**config.mk**
```make
export PLATFORM = sky130hd
export DESIGN_NAME = iiitb_fifo_drain
export DESIGN_NICKNAME = d
export VERILOG_FILES = /design/src/rtl/iiitb_fifo_drain.sv
export SDC_FILE = /design/constraint.sdc
export NUM_CORES = 1
export LEC_CHECK = 0
export ABC_AREA = 1
export BUFFER_PORTS_ARGS = -buffer_cell sky130_fd_sc_hd__buf_2
export CORE_ASPECT_RATIO = 0.5
export CORE_MARGIN = 2
export CORE_UTILIZATION = 51
export DETAILED_ROUTE_END_ITERATION = 10
export GPL_ROUTABILITY_DRIVEN = 0
export HOLD_SLACK_MARGIN = 0.12
export PLACE_DENSITY = 0.75
export SLEW_MARGIN = 10
export SYNTH_ARGS = -nofsm -noshare
export SYNTH_HDL_FRONTEND = slang
export SYNTH_SLANG_ARGS = --single-unit
```
**constraint.sdc**
```tcl
create_clock -name clk -period 3.69 [get_ports clk]
set_clock_uncertainty 0.2 [all_clocks]
set_input_delay 0.738 -clock clk [delete_from_list [all_inputs] [get_ports clk]]
set_output_delay 0.738 -clock clk [all_outputs]
set_load 0.02 [all_outputs]
```
**src/rtl/iiitb_fifo_drain.sv**
```systemverilog
// iiitb_fifo_drain: bursts reads out of iiitb_fifo and re-times them through a 4-entry buffer onto a valid/ready stream.
// Optional accepted-word sequence checker: define IIITB_FIFO_DRAIN_SEQ_CHECK_EN.
module iiitb_fifo_drain #(
    parameter int DATA_WIDTH         = 8,
    parameter int BURST_LEN          = 16,
    parameter int START_ON_THRESHOLD = 1
) (
    input  logic                  clk,
    input  logic                  rst_n,
    input  logic                  enable,
    input  logic                  fifo_empty,
    input  logic                  fifo_threshold,
    input  logic [DATA_WIDTH-1:0] fifo_data_out,
    output logic                  fifo_rd,
    output logic [DATA_WIDTH-1:0] m_data,
    output logic                  m_valid,
    input  logic                  m_ready,
    output logic                  busy,
    output logic                  burst_done,
    output logic [15:0]           word_count,
    output logic                  seq_err
);
    // state | meaning
    // IDLE  | waiting for enable and the start condition
    // DRAIN | issuing reads, limited by burst length and buffer credit
    // FLUSH | no new reads; waiting for in-flight and buffered words to leave
    typedef enum logic [1:0] {
        IDLE  = 2'd0,
        DRAIN = 2'd1,
        FLUSH = 2'd2
    } state_t;

    localparam logic [7:0] BURST_MAX = 8'(BURST_LEN);

    state_t                state, state_nxt;
    logic [7:0]            issued;
    logic                  rd_q;
    logic [DATA_WIDTH-1:0] fifo_buf [4];
    logic [1:0]            wr_ptr, rd_ptr;
    logic [2:0]            occ;
    logic                  start_cond, pop, clr_issued;

    assign start_cond = (START_ON_THRESHOLD != 0) ? fifo_threshold : ~fifo_empty;
    assign m_valid    = (occ != 3'd0);
    assign m_data     = fifo_buf[rd_ptr];
    assign pop        = m_valid & m_ready;
    assign busy       = (state != IDLE);

    always_comb begin
        state_nxt  = state;
        fifo_rd    = 1'b0;
        burst_done = 1'b0;
        clr_issued = 1'b0;
        case (state)
            IDLE: begin
                if (enable && start_cond) begin
                    state_nxt  = DRAIN;
                    clr_issued = 1'b1;
                end
            end
            DRAIN: begin
                // occ + rd_q counts every word already committed to the buffer
                fifo_rd = ~fifo_empty & ((occ + {2'b00, rd_q}) < 3'd4)
                        & (issued < BURST_MAX) & enable;
                if (!enable || (fifo_empty && !fifo_rd) || (issued == BURST_MAX)
                    || (fifo_rd && (issued == BURST_MAX - 8'd1)))
                    state_nxt = FLUSH;
            end
            FLUSH: begin
                if (!rd_q && (occ == 3'd0)) begin
                    burst_done = 1'b1;
                    state_nxt  = IDLE;
                end
            end
            default: state_nxt = IDLE;
        endcase
    end

    always_ff @(posedge clk or negedge rst_n) begin
        if (!rst_n) begin
            state  <= IDLE;
            issued <= 8'd0;
            rd_q   <= 1'b0;
        end else begin
            state <= state_nxt;
            rd_q  <= fifo_rd;
            if (clr_issued)
                issued <= 8'd0;
            else if (fifo_rd)
                issued <= issued + 8'd1;
        end
    end

    always_ff @(posedge clk or negedge rst_n) begin
        if (!rst_n) begin
            for (int i = 0; i < 4; i++) fifo_buf[i] <= '0;
            wr_ptr     <= 2'd0;
            rd_ptr     <= 2'd0;
            occ        <= 3'd0;
            word_count <= 16'd0;
        end else begin
            if (rd_q) begin
                fifo_buf[wr_ptr] <= fifo_data_out;
                wr_ptr           <= wr_ptr + 2'd1;
            end
            if (pop) begin
                rd_ptr     <= rd_ptr + 2'd1;
                word_count <= word_count + 16'd1;
            end
            case ({rd_q, pop})
                2'b10:   occ <= occ + 3'd1;
                2'b01:   occ <= occ - 3'd1;
                default: occ <= occ;
            endcase
        end
    end

`ifdef IIITB_FIFO_DRAIN_SEQ_CHECK_EN
    logic [DATA_WIDTH-1:0] ref_word;
    logic                  ref_loaded;
    logic                  seq_err_r;

    always_ff @(posedge clk or negedge rst_n) begin
        if (!rst_n) begin
            ref_word   <= '0;
            ref_loaded <= 1'b0;
            seq_err_r  <= 1'b0;
        end else if (pop) begin
            if (ref_loaded && (m_data != ref_word + DATA_WIDTH'(1)))
                seq_err_r <= 1'b1;
            ref_word   <= m_data;
            ref_loaded <= 1'b1;
        end
    end

    assign seq_err = seq_err_r;
`else
    assign seq_err = 1'b0;
`endif

endmodule

```
==> impl_metrics.csv <==
group,metric,value,unit
outcome,status,"finished, final reports clean",
power_and_ir_drop,power,3040,µW
clock_network,cts-root-buf,"clkbuf_16",
detailed_routing,wire_per_inst,13.0,µm
synth,synth_seq_cells,66,
clock_network,clk_pin_slew,0.05,ns
timing,rsz0062_at_grt,"no",
min_path,hp-class,"reg -> reg",
power_and_ir_drop,worst_ir_drop_vdd,319,µV
timing,slew_viol_final,0,
timing,relSlewSlack,44.2,%
detailed_routing,ant_nets,0,
worst_setup_path,critPathKind,"in -> out",
placement,dp.final_hpwl,4380,µm
worst_setup_path,crit_fanout,7,
clock_network,cts_sinks,66,
worst_setup_path,cp-end-kind,"primary output",
worst_setup_path,required,2.75,ns
detailed_routing,drc,0,
finish,final_common_cell,"nand2_1",
synth,synth_edf_count,0,
timing,tightest_slew,0.838,ns
power_and_ir_drop,pwr-share-clk,30.3,%
floorplanning,die_w,117,µm
detailed_routing,drtIter0Drc,196,
synth,async_reset_ff_share,100,%
finish,fillers,528,
power_and_ir_drop,seqPwrFrac,37.7,%
timing,min_period,2.61,ns
synth,synthesis.area,3280,µm²
job,drv_cap,0,
clock_network,insertion_delay,0.33,ns
clock_network,numCtsBuffers,9,
worst_setup_path,crit_path_start_kind,"primary input",
global_routing,grt_max_degree,67,
synth,synth_ff_type,"dfrtp_1",
power_and_ir_drop,switching_share,37.2,%
placement,io_buffers,41,
clock_network,post_cts_resized,0,
timing,finalHoldViolCount,0,
clock_network,post_cts_buffers,0,
timing,max_freq,0.383,GHz
synth,syn_nets,422,
worst_setup_path,arrival,1.67,ns
clock_network,htree_levels,3,
floorplanning,pin_count,43,
floorplanning,core_area,6130,µm²
power_and_ir_drop,power.density,788,nW/µm²
clock_network,cts_hold_buf,0,
power_and_ir_drop,p_leak,0.00194,µW
power_and_ir_drop,p_switching,1130,µW
global_routing,grt_overflow_total,0,
finish,antenna_cells,0,
detailed_routing,drt_pass1_iterations,4,
clock_network,cts_tree,"yes",
global_routing,grt_pass1_vias,2474,
synth,syn_area_per_cell,8.21,µm²
floorplanning,num_rows,20,
finish,final_cell_mix,"nand2_1, dfrtp_1, o21ai_0",
synth,postSynthCellCount,399,
detailed_routing,num_vias,2710,
global_routing,antenna_found_initial,0,
synth,yosys_warnings,0,
timing,setup_viol,0,
placement,pre_cts_ws,1.11,ns
global_routing,grt_usage,21.6,%
worst_setup_path,rrSetupSlack,1.46,ns
timing,finalCritPeriodShare,70.8,%
floorplanning,design.die.area,7120,µm²
detailed_routing,wirelength,6940,µm
finish,finalCoreUtilization,63.0,%
global_routing,grt_pass1_wl,11600,µm
floorplanning,die_y,60.7,µm
finish,drive_gt1_share,15.7,%
synth,yosysSeqAreaShare,50.4,%
detailed_routing,viasPerCell,5.07,
power_and_ir_drop,internal-power,1910,µW
clock_network,clockBufferDepth,2,
finish,syn_to_final_growth,17.9,%
timing,fin_tns_setup,0,ns
power_and_ir_drop,power_frac_comb,32.0,%
timing,setup_ws,1.08,ns
finish,num-nets-final,465,
floorplanning,initial_utilization,53.4,%
synth,yosysUniqueCellTypes,32,
## registers in the layout, indices dropped and copies added, names as in the netlist
name        count
issued          8
wr_ptr          2
occ             3
fifo_buf       32
word_count     16
rd_q            1
state           2
rd_ptr          2
## kinds of logic (layout without fill, tap and decap cells)
| family | count (synthesis) | after routing | synth area share (%) |
|---|---|---|---|
| buffers and inverters | 52 | 99 | 6.80 |
| AOI/OAI and AO/OA | 68 | 68 | 10.8 |
| xor gates and xnor gates | 13 | 13 | 3.47 |
| adders and majority gates | 9 | 9 | 3.67 |
| DFF | 66 | 66 | 50.4 |
| and+or+nand+nor | 190 | 190 | 24.8 |
| other | 1 | 1 | 0.114 |
## final cells by class
type	instances	area, µm²	area share, %
flip-flops and latches	66	1650	42.8
multi-input cells	281	1400	36.3
clock buffers	13	260	6.74
repair buffers	43	220	5.70
inverters	41	158	4.08
well taps	88	110	2.85
clock inverters	2	60.1	1.55
## per-layer routing
metal  track usage, %  vias up  part of all wire [%]
li1                 -     1359                     -
met1             27.4     1277                    50
met2             36.0       64                    44
met3             6.86       10                   4.4
met4             8.26        0                   1.6
met5                0        -                     0
## cells in the mapped netlist, types with 2 or more instances
library cell	n	area (µm²)
nor3_1	2	10.0
nand3_2	2	20.0
o22ai_1	8	50.1
xor2_1	10	87.6
nand4_1	5	31.3
inv_1	38	143
buf_6	2	22.5
nand3b_1	2	15.0
ha_1	8	100
nand2_1	107	402
buf_2	4	20.0
nor2_2	4	25.0
o21ai_1	6	30.0
xnor2_1	3	26.3
dfrtp_1	66	1650
clkbuf_1	3	11.3
nand3_1	16	80.1
nand2_2	2	12.5
o21ai_0	52	260
nor2_1	47	176
## power groups by stage
stage	sequential (µW)	clock (µW)	combinational [µW]
floorplan	1160	0	668
global placement	1150	0	954
detailed placement	1150	0	971
CTS	1140	935	984
global route	1180	969	1110
finish	1150	922	975
## critical path: stages
cell and delay [ns]:
buf_2 0.08, inv_1 0.03, nor2_1 0.11, nand3_1 0.08, nor2_1 0.17, nand3_2 0.19, clkinv_2 0.11, buf_2 0.16
## through the flow
stage          hold slack (ns)  std cells  cell area [µm²]
2_1_floorplan            0.242        399             3280
3_3_place_gp             0.259        519             3540
3_5_place_dp             0.269        519             3540
4_1_cts                  0.282        534             3860
5_1_grt                  0.301        534             3860
6_report                 0.277        534             3860
## final timing paths
kind,start,to,depth (start not counted)
worst min register to register,fifo_buf[18]$_DFFE_PN0P_,fifo_buf[18]$_DFFE_PN0P_,2
worst max register to register,occ[0]$_DFFE_PN0P_,occ[2]$_DFFE_PN0P_,10
min in group asynchronous,rst_n,issued[6]$_DFFE_PN0P_,2
worst min-delay path,fifo_buf[18]$_DFFE_PN0P_,fifo_buf[18]$_DFFE_PN0P_,2
max in group asynchronous,rst_n,fifo_buf[16]$_DFFE_PN0P_,2
worst max-delay path,enable,fifo_rd,8
(Power assumes the default switching activity.)
